## src/rtl/load_store_unit_pkg.sv

```systemverilog
`default_nettype none
// ============================================================================
// Module      : load_store_unit_pkg
// Description : Word size, RV32I width codes, FSM encodings and lane helpers
//               shared by the load/store unit.
// Revision    : 1.0 - initial release
// ============================================================================
package load_store_unit_pkg;

    localparam int WORD_SIZE = 32;

    localparam logic [2:0] c_F3_B  = 3'b000;
    localparam logic [2:0] c_F3_H  = 3'b001;
    localparam logic [2:0] c_F3_W  = 3'b010;
    localparam logic [2:0] c_F3_BU = 3'b100;
    localparam logic [2:0] c_F3_HU = 3'b101;

    localparam logic [1:0] c_ST_IDLE   = 2'd0;
    localparam logic [1:0] c_ST_ACCESS = 2'd1;
    localparam logic [1:0] c_ST_RESP   = 2'd2;
    localparam logic [1:0] c_ST_ERR    = 2'd3;

    function automatic logic funct3_legal(input logic we, input logic [2:0] f3);
        if (we)
            return (f3 == c_F3_B) || (f3 == c_F3_H) || (f3 == c_F3_W);
        else
            return (f3 == c_F3_B) || (f3 == c_F3_H) || (f3 == c_F3_W) ||
                   (f3 == c_F3_BU) || (f3 == c_F3_HU);
    endfunction

    // size is funct3[1:0]: 00 byte, 01 halfword, 10 word
    function automatic logic is_misaligned(input logic [1:0] size, input logic [1:0] a);
        case (size)
            2'b01:   return a[0];
            2'b10:   return a != 2'b00;
            default: return 1'b0;
        endcase
    endfunction

    function automatic logic [3:0] byte_enables(input logic [1:0] size, input logic [1:0] a);
        case (size)
            2'b00:   return 4'b0001 << a;
            2'b01:   return 4'b0011 << a;
            default: return 4'b1111;
        endcase
    endfunction

    function automatic logic [WORD_SIZE-1:0] store_lanes(input logic [1:0] size,
                                                         input logic [WORD_SIZE-1:0] d);
        case (size)
            2'b00:   return {4{d[7:0]}};
            2'b01:   return {2{d[15:0]}};
            default: return d;
        endcase
    endfunction

endpackage
`default_nettype wire

```

## src/rtl/load_store_unit_align.sv

```systemverilog
`default_nettype none
// ============================================================================
// Module      : load_align
// Description : Selects the addressed lane of a read word and sign/zero
//               extends it according to the load width code.
// Revision    : 1.0 - initial release
// ============================================================================
module load_align
    import load_store_unit_pkg::*;
(
    input  logic [WORD_SIZE-1:0] i_word,
    input  logic [1:0]           i_addr,
    input  logic [2:0]           i_funct3,
    output logic [WORD_SIZE-1:0] o_data
);

    logic [WORD_SIZE-1:0] w_shifted;

    assign w_shifted = i_word >> {i_addr, 3'b000};

    always_comb begin
        o_data = w_shifted;
        case (i_funct3)
            c_F3_B:  o_data = {{(WORD_SIZE-8){w_shifted[7]}}, w_shifted[7:0]};
            c_F3_H:  o_data = {{(WORD_SIZE-16){w_shifted[15]}}, w_shifted[15:0]};
            c_F3_BU: o_data = {{(WORD_SIZE-8){1'b0}}, w_shifted[7:0]};
            c_F3_HU: o_data = {{(WORD_SIZE-16){1'b0}}, w_shifted[15:0]};
            default: o_data = w_shifted;
        endcase
    end

endmodule
`default_nettype wire

```

## src/rtl/load_store_unit.sv

```systemverilog
`default_nettype none
// ============================================================================
// Module      : load_store_unit
// Description : Single-outstanding RV32I load/store unit with alignment
//               checks, lane steering and an access timeout.
// Revision    : 1.0 - initial release
// ============================================================================
module load_store_unit
    import load_store_unit_pkg::*;
#(
    parameter int TIMEOUT = 255
) (
    input  logic                 i_clk,
    input  logic                 i_rst,
    input  logic                 i_req,
    input  logic                 i_we,
    input  logic [2:0]           i_funct3,
    input  logic [WORD_SIZE-1:0] i_addr,
    input  logic [WORD_SIZE-1:0] i_wdata,
    output logic                 o_ready,
    output logic                 o_done,
    output logic [WORD_SIZE-1:0] o_rdata,
    output logic                 o_misaligned,
    output logic                 o_fault,
    output logic [WORD_SIZE-1:0] o_mem_addr,
    output logic [WORD_SIZE-1:0] o_mem_wdata,
    output logic [3:0]           o_mem_be,
    output logic                 o_mem_wen,
    output logic                 o_mem_ren,
    input  logic [WORD_SIZE-1:0] i_mem_rdata,
    input  logic                 i_mem_ready
);

    localparam logic [7:0] c_CNT_LAST = 8'(TIMEOUT - 1);

    logic [1:0]           r_state;
    logic [1:0]           w_next;
    logic                 r_we;
    logic [2:0]           r_funct3;
    logic [WORD_SIZE-1:0] r_addr;
    logic [WORD_SIZE-1:0] r_wdata;
    logic [7:0]           r_cnt;
    logic                 w_legal;
    logic                 w_mis;
    logic                 w_accept;
    logic                 w_timeout;
    logic [WORD_SIZE-1:0] w_load_data;

    assign w_legal   = funct3_legal(i_we, i_funct3);
    assign w_mis     = is_misaligned(i_funct3[1:0], i_addr[1:0]);
    assign w_accept  = (r_state == c_ST_IDLE) && i_req;
    assign w_timeout = (r_state == c_ST_ACCESS) && !i_mem_ready && (r_cnt == c_CNT_LAST);

    load_align u_load_align (
        .i_word   (i_mem_rdata),
        .i_addr   (r_addr[1:0]),
        .i_funct3 (r_funct3),
        .o_data   (w_load_data)
    );

    always_ff @(posedge i_clk or posedge i_rst) begin
        if (i_rst) r_state <= c_ST_IDLE;
        else       r_state <= w_next;
    end

    always_comb begin
        w_next = r_state;
        case (r_state)
            c_ST_IDLE: begin
                if (i_req) w_next = (!w_legal || w_mis) ? c_ST_ERR : c_ST_ACCESS;
            end
            c_ST_ACCESS: begin
                if (i_mem_ready)    w_next = c_ST_RESP;
                else if (w_timeout) w_next = c_ST_ERR;
            end
            default: w_next = c_ST_IDLE;
        endcase
    end

    // Result flags are latched on the transition into RESP/ERR so they are
    // already valid in the o_done cycle and hold until the next completion.
    always_ff @(posedge i_clk or posedge i_rst) begin
        if (i_rst) begin
            r_we         <= 1'b0;
            r_funct3     <= 3'b000;
            r_addr       <= '0;
            r_wdata      <= '0;
            r_cnt        <= 8'd0;
            o_rdata      <= '0;
            o_misaligned <= 1'b0;
            o_fault      <= 1'b0;
        end else begin
            if (w_accept) begin
                r_we     <= i_we;
                r_funct3 <= i_funct3;
                r_addr   <= i_addr;
                r_wdata  <= i_wdata;
                r_cnt    <= 8'd0;
                if (!w_legal || w_mis) begin
                    o_rdata      <= '0;
                    o_fault      <= !w_legal;
                    o_misaligned <= w_legal && w_mis;
                end
            end
            if (r_state == c_ST_ACCESS) begin
                if (i_mem_ready) begin
                    o_rdata      <= r_we ? '0 : w_load_data;
                    o_fault      <= 1'b0;
                    o_misaligned <= 1'b0;
                end else if (w_timeout) begin
                    o_rdata      <= '0;
                    o_fault      <= 1'b1;
                    o_misaligned <= 1'b0;
                end else begin
                    r_cnt <= r_cnt + 8'd1;
                end
            end
        end
    end

    always_comb begin
        o_ready     = 1'b0;
        o_done      = 1'b0;
        o_mem_wen   = 1'b0;
        o_mem_ren   = 1'b0;
        o_mem_addr  = '0;
        o_mem_wdata = '0;
        o_mem_be    = 4'b0000;
        case (r_state)
            c_ST_IDLE: o_ready = 1'b1;
            c_ST_ACCESS: begin
                o_mem_wen   = r_we;
                o_mem_ren   = !r_we;
                o_mem_addr  = {r_addr[WORD_SIZE-1:2], 2'b00};
                o_mem_be    = byte_enables(r_funct3[1:0], r_addr[1:0]);
                o_mem_wdata = r_we ? store_lanes(r_funct3[1:0], r_wdata) : '0;
            end
            default: o_done = 1'b1;
        endcase
    end

endmodule
`default_nettype wire

```

## config.mk

```make
export PLATFORM = sky130hd
export DESIGN_NAME = load_store_unit
export DESIGN_NICKNAME = d
export VERILOG_FILES = /design/src/rtl/load_store_unit_pkg.sv /design/src/rtl/load_store_unit_align.sv /design/src/rtl/load_store_unit.sv
export SDC_FILE = /design/constraint.sdc
export NUM_CORES = 1
export LEC_CHECK = 0
export BUFFER_PORTS_ARGS = -buffer_cell sky130_fd_sc_hd__buf_2
export CAP_MARGIN = 20
export CORE_UTILIZATION = 50
export DETAILED_ROUTE_END_ITERATION = 10
export PLACE_DENSITY = 0.85
export SLEW_MARGIN = 20
export SYNTH_ARGS = -nofsm -noshare
export SYNTH_HDL_FRONTEND = slang
export SYNTH_SLANG_ARGS = --single-unit
export TNS_END_PERCENT = 10
```

## constraint.sdc

```tcl
create_clock -name i_clk -period 9.9 [get_ports i_clk]
set_input_delay 1.485 -clock i_clk [delete_from_list [all_inputs] [get_ports i_clk]]
set_output_delay 1.485 -clock i_clk [all_outputs]
set_load 0.02 [all_outputs]
```

==> results of run 1 <==
-- power by group --
part,leakage [nW],internal [mW],total [mW],switching [mW]
Combinational,2.37,0.374,0.988,0.614
Sequential,1.43,0.647,0.837,0.190
Clock,0.148,0.200,0.372,0.172
Total,3.96,1.22,2.20,0.976
-- kinds of logic after synthesis --
logic type / count (synthesis)
AND/OR/NAND/NOR: 338
other: 1
multiplexers: 46
flip-flops: 112
AO/OA/AOI/OAI: 93
adder cells (fa/ha/maj): 5
buffers and inverters: 55
-- stage by stage --
| stage | area (µm²) | util [%] | instances | hold slack, ns | setup WS (ns) |
|---|---|---|---|---|---|
| finish | 7110 | 64.5 | 974 | 0.467 | 5.79 |
| global route | 7110 | 64.5 | 974 | 0.485 | 5.64 |
| CTS | 7110 | 64.5 | 974 | 0.472 | 5.88 |
| detailed placement | 6810 | 61.7 | 958 | 0.454 | 6.27 |
| global placement | 6810 | 61.7 | 958 | 0.449 | 6.29 |
| floorplan | 5750 | - | 651 | 0.437 | 5.46 |
-- routing by layer --
metal	GRT usage (%)	vias up	share of wire (%)
met4	11.4	4	2.7
met3	6.87	38	8.3
met5	0	-	0.17
met2	42.5	265	47
met1	35.6	2523	42
li1	-	2516	-
-- registers in the layout, summed over array words and instances, names as in the netlist --
| register | cells |
|---|---|
| o_rdata | 32 |
| r_addr | 32 |
| r_wdata | 32 |
| r_cnt | 8 |
| r_funct3 | 3 |
| r_state | 2 |
| o_fault | 1 |
| o_misaligned | 1 |
| r_we | 1 |
-- final cells by class --
type / count / area [µm²]
Fill cell: 973 / 3920
Sequential cell: 112 / 2800
Multi-Input combinational cell: 484 / 2710
Timing Repair Buffer: 213 / 1080
Clock buffer: 9 / 225
Tap cell: 140 / 175
Clock inverter: 7 / 80.1
Inverter: 9 / 36.3
-- layout by cell type, fill, tap and decap left out, types with 3 or more instances in the layout --
cell type	count
clkbuf_16	9
nand2b_1	3
buf_2	207
a22o_1	8
and2_1	30
a21oi_1	30
inv_1	7
a32o_1	7
buf_4	5
dfrtp_1	112
nor2_1	32
nand3_1	5
and3_1	9
o21ai_0	18
mux2_2	8
nand2_1	238
ha_1	5
mux2i_1	37
a221o_1	16
nand3b_1	3
or2_2	3
-- critical path: stages, from the launching register on --
cell and delay (ns):
dfrtp_1 0.78, nor2_1 0.98, nand2_1 0.14, a21oi_1 0.17
buf_2 0.20
-- final timing paths --
kind | slack, ns | endpoint | cells after the start | startpoint
hold reg to reg | 0.47 | r_addr[25]$_DFFE_PP0P_ | 2 | r_addr[25]$_DFFE_PP0P_
min in group asynchronous | 1.14 | o_rdata[20]$_DFF_PP0_ | 2 | i_rst
setup reg to reg | 7.32 | o_rdata[14]$_DFF_PP0_ | 3 | r_funct3[1]$_DFFE_PP0P_
setup / recovery | 5.79 | o_mem_wdata[9] | 4 | r_funct3[1]$_DFFE_PP0P_
hold / removal | 0.47 | r_addr[25]$_DFFE_PP0P_ | 2 | r_addr[25]$_DFFE_PP0P_
max in group asynchronous | 7.72 | r_wdata[15]$_DFFE_PP0P_ | 3 | i_rst
==> metrics.yaml, run 1 <==
floorplanning:
  num_rows: 38
  die_y_um: 109
  io_pins: 210
  die_area_mm2: 0.0119
  core_area_mm2: 0.0110
  fp.dieW_um: 109
  initial_utilization_pct: 52.1
global_routing:
  grt_pass1_vias: 4863
  grt_first_pass_wirelength_um: 24500
  antenna_found_initial: 4
  grt_remaining_overflow: 0
  grt_max_degree: 80
  grt.total_usage_pct: 27.1
pwr:
  leakage_nw: 3.96
  p_total_mw: 2.20
  power_density_mw_per_mm2: 309
  ir_worst_vdd_mv: 0.311
clock_network:
  clk_latency_ns: 0.35
  cts-root-buf: "clkbuf_16"
  cts-resized-gates: 0
  cts_setup_buffers: 0
  hold_buffers: 0
  numCtsBuffers: 9
  cts.sinks: 112
  clk_pin_slew_worst_paths_ns: 0.07
  htree_levels: 3
  cts.path.max_buffers: 2
  cts_tree: "yes"
drt:
  wl_per_cell_um: 16.3
  drtIter0Drc: 454
  num_vias: 5346
  drt-pass1-iter-count: 5
  wirelength_um: 15900
  postRouteAntennaNets: 0
  vias_per_cell: 5.49
  drc: 0
cells_and_area:
  syn2layout_area_growth_pct: 23.8
  nets: 938
  drive_above_1_share_pct: 30.1
  antenna_cells: 0
logic_synthesis:
  yosysWarnings: 0
  synth_most_common_cell: "nand2_1"
  synth_cells: 650
  synthDistinctLibCells: 49
  synthMuxAreaShare_pct: 8.41
  async_flop_share_pct: 100
  synth.area.top_cells: "dfrtp_1, nand2_1, mux2i_1"
  synth-seq-cells: 112
  synth-compound-area-share_pct: 11.6
  synthesis.area_mm2: 0.00575
  synth-simple-area-share_pct: 25.8
  synthAdderAreaFrac_pct: 1.09
  synth_top_family_by_area: "simple AND/OR/NAND/NOR gates"
  ys_seq_area_share_pct: 48.8
  yosys.area.top_type_share_pct: 48.8
  syn_area_per_cell_um2: 8.84
  synthTopCellsByCount: "nand2_1, dfrtp_1, mux2i_1"
  synthXorXnorAreaFrac_pct: 0
  synth_enable_flop_cells: 0
  yosysTopAreaCell: "dfrtp_1"
  synth_top_flop_cell: "dfrtp_1"
timing:
  max_freq_mhz: 243
  setup-violations-final: 0
  skew_ns: 0.00503
  rsz0062_at_grt: "no"
  tns_ns: 0
  relSlewSlack_pct: 28.9
  final_hold_viol_count: 0
  min_period_ns: 4.11
  worstMarginPinSlew_ns: 1.07
  slew_violations: 0
  period_share_pct: 41.6
run_status:
  outcome: "finished, final reports clean"
critical_path:
  critPathRequiredTime_ns: 8.42
  cp-start-kind: "flop"
  arrival_ns: 2.63
  path_max_fanout: 30
  cp-end-kind: "output pin"
  path_class: "reg2out"
hold_path:
  worst_hold_path_type: "reg2reg"
flow_run:
  max-cap-violations: 0
placement:
  buffer_ports.inserted: 207
  gp_congestion: 0.917
  dpl.hpwl_um: 11100
Power figures use the tool's default switching activity.
==> run 2, diff against run 1 <==
==> constraint.sdc (replaced) <==
create_clock -name i_clk -period 3.9 [get_ports i_clk]
set_input_delay 0.585 -clock i_clk [delete_from_list [all_inputs] [get_ports i_clk]]
set_output_delay 0.585 -clock i_clk [all_outputs]
set_load 0.02 [all_outputs]
==> metrics.yaml, run 2 (synthesis gave the netlist of run 1 again) <==
critical_path:
  rr_startpoint: "r_state[1]$_DFFE_PP0P_"
  reg2reg_slack_ns: 1.65  # -5.67 ns
  path_max_fanout: 25  # -17%
  critPathRequiredTime_ns: 3.31  # -5.11 ns
  cp-start-kind: "flop"
  rr_endpoint: "o_rdata[16]$_DFF_PP0_"
  arrival_ns: 2.17  # -0.46 ns
  cp-end-kind: "output pin"
  path_class: "reg2out"
  reg2reg_depth: 5  # +2
cells_and_area:
  layout.cells.non_filler: 979  # +0.51%
  drive_above_1_share_pct: 30.3  # +0.25 points
  final_cell_mix: "nand2_1, buf_2, dfrtp_1, mux2i_1, nor2_1"
  final_area_mm2: 0.00715  # +0.46%
  nets: 941  # +0.32%
  layout_commonest_cell: "nand2_1"
  largestRegisters: "o_rdata x32, r_addr x32, r_wdata x32"
  fillers: 952  # -2.2%
  syn2layout_area_growth_pct: 24.4
global_routing:
  grt_first_pass_wirelength_um: 24800  # +1.4%
  grt_pass1_vias: 5071  # +4.3%
  grt_remaining_overflow: 0  # unchanged
  grt.total_usage_pct: 27.0  # -0.052 points
  grt_max_degree: 69  # -14%
  antenna_found_initial: 3  # -1
floorplanning:
  num_rows: 38  # unchanged
  core_area_mm2: 0.0110  # unchanged
  die_area_mm2: 0.0119  # unchanged
  io_pins: 210  # unchanged
  die_y_um: 109  # unchanged
  fp.dieW_um: 109  # unchanged
  initial_utilization_pct: 52.1  # unchanged
timing:
  min_period_ns: 2.75
  rsz0062_at_grt: "no"
  max_freq_mhz: 363
  worstMarginPinSlew_ns: 0.911  # -0.155 ns
  slew_violations: 0  # unchanged
  final_hold_viol_count: 0  # unchanged
  relSlewSlack_pct: 38.8  # +9.8 points
  period_share_pct: 70.6
  skew_ns: 0.00908  # +0.00405 ns
  setup-violations-final: 0  # unchanged
  tns_ns: 0  # unchanged
drt:
  drc: 0  # unchanged
  postRouteAntennaNets: 0  # unchanged
  wl_per_cell_um: 16.1  # -1.4%
  wl_met3_um: 966  # -27%
  wirelength_um: 15800  # -0.92%
  vias_per_cell: 5.42  # -1.3%
  drt-met1-wl_um: 6820  # +2.9%
  drt-pass1-iter-count: 5  # unchanged
  num_vias: 5304  # -0.79%
  wl_met2_um: 7500  # +0.16%
  drtIter0Drc: 432  # -4.8%
  routed.top_layer: "met5"
clock_network:
  clk_latency_ns: 0.34  # about the same
  cts_setup_buffers: 0  # unchanged
  cts-resized-gates: 0  # unchanged
  hold_buffers: 0  # unchanged
  cts-root-buf: "clkbuf_16"
  clk_pin_slew_worst_paths_ns: 0.08  # about the same
  cts_tree: "yes"
  htree_levels: 3  # unchanged
  cts.sinks: 112  # unchanged
  numCtsBuffers: 9  # unchanged
  cts.path.max_buffers: 2  # unchanged
pwr:
  power_density_mw_per_mm2: 781  # +150%
  ir_worst_vdd_mv: 0.385  # +24%
  leakage_nw: 3.98  # +0.51%
flow_run:
  max-cap-violations: 0  # unchanged
placement:
  gp_congestion: 0.904  # -1.4%
  buffer_ports.inserted: 207  # unchanged
  placed_area_mm2: 0.00684  # +0.51%
  placed_cells: 961  # +0.31%
  dpl.hpwl_um: 11200  # +0.39%
hold_path:
  worst_hold_path_type: "in2async"
run_status:
  outcome: "finished, final reports clean"
-- run 2: cell types whose count changed in the layout (fill, tap and decap cells not counted), sizes merged --
cell      delta
buf          +3
bufinv       -1
clkinvlp     -1
clkbuf       +3
clkinv       -1
diode        +2
-- run 2: through the flow --
stage	util, %	setup WS [ns]	total power [mW]	hold slack (ns)
after detailed placement	62.0	1.45	4.66	0.454
after global placement	62.0	1.49	4.60	0.450
final	64.8	1.15	5.58	0.408
after floorplan	-	0.356	3.87	0.437
after global routing	64.8	0.937	5.99	0.425
after CTS	64.7	1.15	5.60	0.416
-- run 2: where the power goes --
part,switching (mW),leakage (nW),internal [mW]
combinational,1.61,2.39,0.965
sequential,0.429,1.43,1.64
clock,0.434,0.150,0.494
-- run 2: cell type report --
class	count	area, µm²	area share [%]
sequential	112	2800	39.2
inverter	9	36.3	0.508
antenna	2	5.00	0.0700
multi-input combinational	484	2710	37.9
tap	140	175	2.45
timing repair buffer	216	1120	15.6
clock buffer	12	267	3.73
clock inverter	4	35.0	0.490
-- run 2: worst max-delay path, cell delays in order, from the launching register on --
cell	delay (ns)
dfrtp_1	0.44
and2b_1	0.43
nand2_1	0.48
a21oi_1	0.27
buf_2	0.19
-- run 2: routing by layer --
metal / track usage [%] / vias to the layer above
met5: 0 / -
li1: - / 2531
met4: 10.8 / 2
met1: 35.4 / 2523
met3: 5.80 / 32
met2: 43.7 / 216
-- run 2: how the worst max path moves through the flow --
| stage | startpoint | cells after the start | endpoint | slack [ns] |
|---|---|---|---|---|
| floorplan | i_rst | 1 | o_fault$_DFF_PP0_ | 0.36 |
| global placement | i_req | 6 | o_rdata[29]$_DFF_PP0_ | 1.49 |
| detailed placement | i_req | 6 | o_rdata[16]$_DFF_PP0_ | 1.45 |
| CTS | r_state[1]$_DFFE_PP0P_ | 4 | o_mem_wdata[12] | 1.15 |
| global route | r_state[1]$_DFFE_PP0P_ | 4 | o_mem_wdata[9] | 0.94 |
| finish | r_state[1]$_DFFE_PP0P_ | 4 | o_mem_wdata[12] | 1.15 |
==> run 3, diff against run 2 <==
==> constraint.sdc (replaced) <==
create_clock -name i_clk -period 2.8 [get_ports i_clk]
set_input_delay 0.42 -clock i_clk [delete_from_list [all_inputs] [get_ports i_clk]]
set_output_delay 0.42 -clock i_clk [all_outputs]
set_load 0.02 [all_outputs]
==> metrics.yaml, run 3 (synthesis gave the netlist of run 1 again) <==
run_status:
  outcome: "finished, final reports clean"
drt:
  wirelength_um: 15800  # about the same
  wl_per_cell_um: 16.0  # -0.51%
  postRouteAntennaNets: 0  # unchanged
  drc: 0  # unchanged
  num_vias: 5346  # +0.79%
  drt-pass1-iter-count: 7  # +2
  drtIter0Drc: 428  # -0.93%
  vias_per_cell: 5.43  # +0.18%
placement:
  placed_cells: 969  # +0.83%
  dpl.hpwl_um: 11300  # +1.5%
  placed_area_mm2: 0.00689  # +0.71%
  buffer_ports.inserted: 207  # unchanged
  gp_congestion: 0.897  # -0.80%
  preCtsSetupSlack_ns: 0.436  # -1.01 ns
timing:
  setup-violations-final: 0  # unchanged
  timing.hold.ws_ns: 0.222  # -0.186 ns
  final_hold_viol_count: 0  # unchanged
  skew_ns: 0.0170  # +0.00788 ns
  tns_ns: 0  # unchanged
  rsz0062_at_grt: "no"
  max_freq_mhz: 388
  slew_violations: 0  # unchanged
  period_share_pct: 92.0
  min_period_ns: 2.58
  worstMarginPinSlew_ns: 0.867  # -0.0441 ns
  relSlewSlack_pct: 41.7  # +2.9 points
  fin_ws_ns: 0.223  # -0.925 ns
critical_path:
  cp.depth: 4  # unchanged
  crit_path_frequent_cell: "a21oi_1"
  cp-start-kind: "flop"
  slowest_stage: "dfrtp_1"
  path_max_fanout: 23  # -8.0%
  critPathBufInv: 2  # +1
  crit_chain: "clkinv_1 > a21oi_1 > a21oi_1 > buf_2"
  cpPeakStageDelay_ns: 0.82  # +0.34 ns
  critPathTopFamily: "flip-flops"
  reg2reg_slack_ns: 0.49  # -1.16 ns
  cp-end-kind: "output pin"
  arrival_ns: 2.16  # about the same
  path_class: "reg2out"
  critPathRequiredTime_ns: 2.38  # -0.93 ns
  reg2reg_depth: 5  # unchanged
floorplanning:
  initial_utilization_pct: 52.1  # unchanged
  io_pins: 210  # unchanged
  core_area_mm2: 0.0110  # unchanged
  die_y_um: 109  # unchanged
  die_area_mm2: 0.0119  # unchanged
  fp.dieW_um: 109  # unchanged
  num_rows: 38  # unchanged
global_routing:
  grt_remaining_overflow: 0  # unchanged
  grt.total_usage_pct: 26.4  # -0.60 points
  grt_first_pass_wirelength_um: 24300  # -2.0%
  grt_use_met3_pct: 4.48  # -1.3 points
  grt.busiest_layer: "met2"
  grt_max_degree: 70  # +1.4%
  antenna_found_initial: 0  # -3
  grt_use_met1_pct: 35.9  # +0.42 points
  grt_pass1_vias: 4883  # -3.7%
  met2_usage_pct: 42.7  # -0.94 points
clock_network:
  cts_setup_buffers: 0  # unchanged
  cts-resized-gates: 0  # unchanged
  clk_latency_ns: 0.36  # +0.02 ns
  cts_tree: "yes"
  hold_buffers: 0  # unchanged
  cts-root-buf: "clkbuf_16"
  numCtsBuffers: 9  # unchanged
  cts.path.max_buffers: 2  # unchanged
  clk_pin_slew_worst_paths_ns: 0.08  # about the same
  cts.sinks: 112  # unchanged
  htree_levels: 3  # unchanged
cells_and_area:
  nets: 949  # +0.85%
  drive_above_1_share_pct: 31.0  # +0.66 points
  layout_commonest_cell: "nand2_1"
  utilization_pct: 65.2  # +0.43 points
  syn2layout_area_growth_pct: 25.2
  antenna_cells: 0  # -2
  final_cell_mix: "nand2_1, buf_2, dfrtp_1, mux2i_1, nor2_1"
  final_area_mm2: 0.00719  # +0.67%
  largestRegisters: "o_rdata x32, r_addr x32, r_wdata x32"
  layout.cells.non_filler: 985  # +0.61%
pwr:
  power_density_mw_per_mm2: 1090  # +40%
  p_total_mw: 7.84  # +41%
  leakage_nw: 4.00  # +0.68%
  ir_worst_vdd_mv: 0.630  # +64%
  switching_power_mw: 3.53  # +42%
  netSwitchingFraction_pct: 45.0  # +0.59 points
  sequentialPowerShare_pct: 36.7  # -0.4 points
  power_frac_clock_pct: 16.5  # about the same
  combPwrFrac_pct: 46.8  # +0.6 points
  internal_power_mw: 4.32  # +39%
flow_run:
  max-cap-violations: 0  # unchanged
hold_path:
  worst_hold_path_type: "in2async"
-- run 3: routing by layer --
layer / share of wire [%] / up-vias / wire length, µm
met2: 48 / 243 / 7540
met3: 6.9 / 25 / 1090
met1: 43 / 2540 / 6830
met4: 2.0 / 0 / 318
li1: - / 2538 / -
met5: 0 / - / 0
-- run 3: final timing paths --
check | start | end
max | r_addr[0]$_DFFE_PP0P_ | o_mem_be[2]
min | i_rst | o_rdata[23]$_DFF_PP0_
max reg2reg | r_state[1]$_DFFE_PP0P_ | o_rdata[23]$_DFF_PP0_
min reg2reg | r_addr[9]$_DFFE_PP0P_ | r_addr[9]$_DFFE_PP0P_
max in group asynchronous | i_rst | r_wdata[13]$_DFFE_PP0P_
min in group i_clk | i_wdata[7] | r_wdata[7]$_DFFE_PP0P_
-- run 3: power by group through the flow --
stage	combinational, mW	sequential, mW	clock, mW
3_3_place_gp	3.58	2.87	0
4_1_cts	3.68	2.86	1.32
6_report	3.67	2.88	1.29
5_1_grt	4.03	2.97	1.37
3_5_place_dp	3.67	2.87	0
2_1_floorplan	2.53	2.86	0
-- run 3: cell type report --
class / count / area [µm²]
clock inverters: 7 / 80.1
multi-input cells: 484 / 2710
repair buffers: 224 / 1160
flip-flops and latches: 112 / 2800
well taps: 140 / 175
fillers: 946 / 3840
inverters: 9 / 37.5
clock buffers: 9 / 225
-- run 3: tightest hold or removal path, cell delays in order --
cell and delay, ns:
buf_2 0.11, clkinvlp_4 0.06, buf_4 0.44
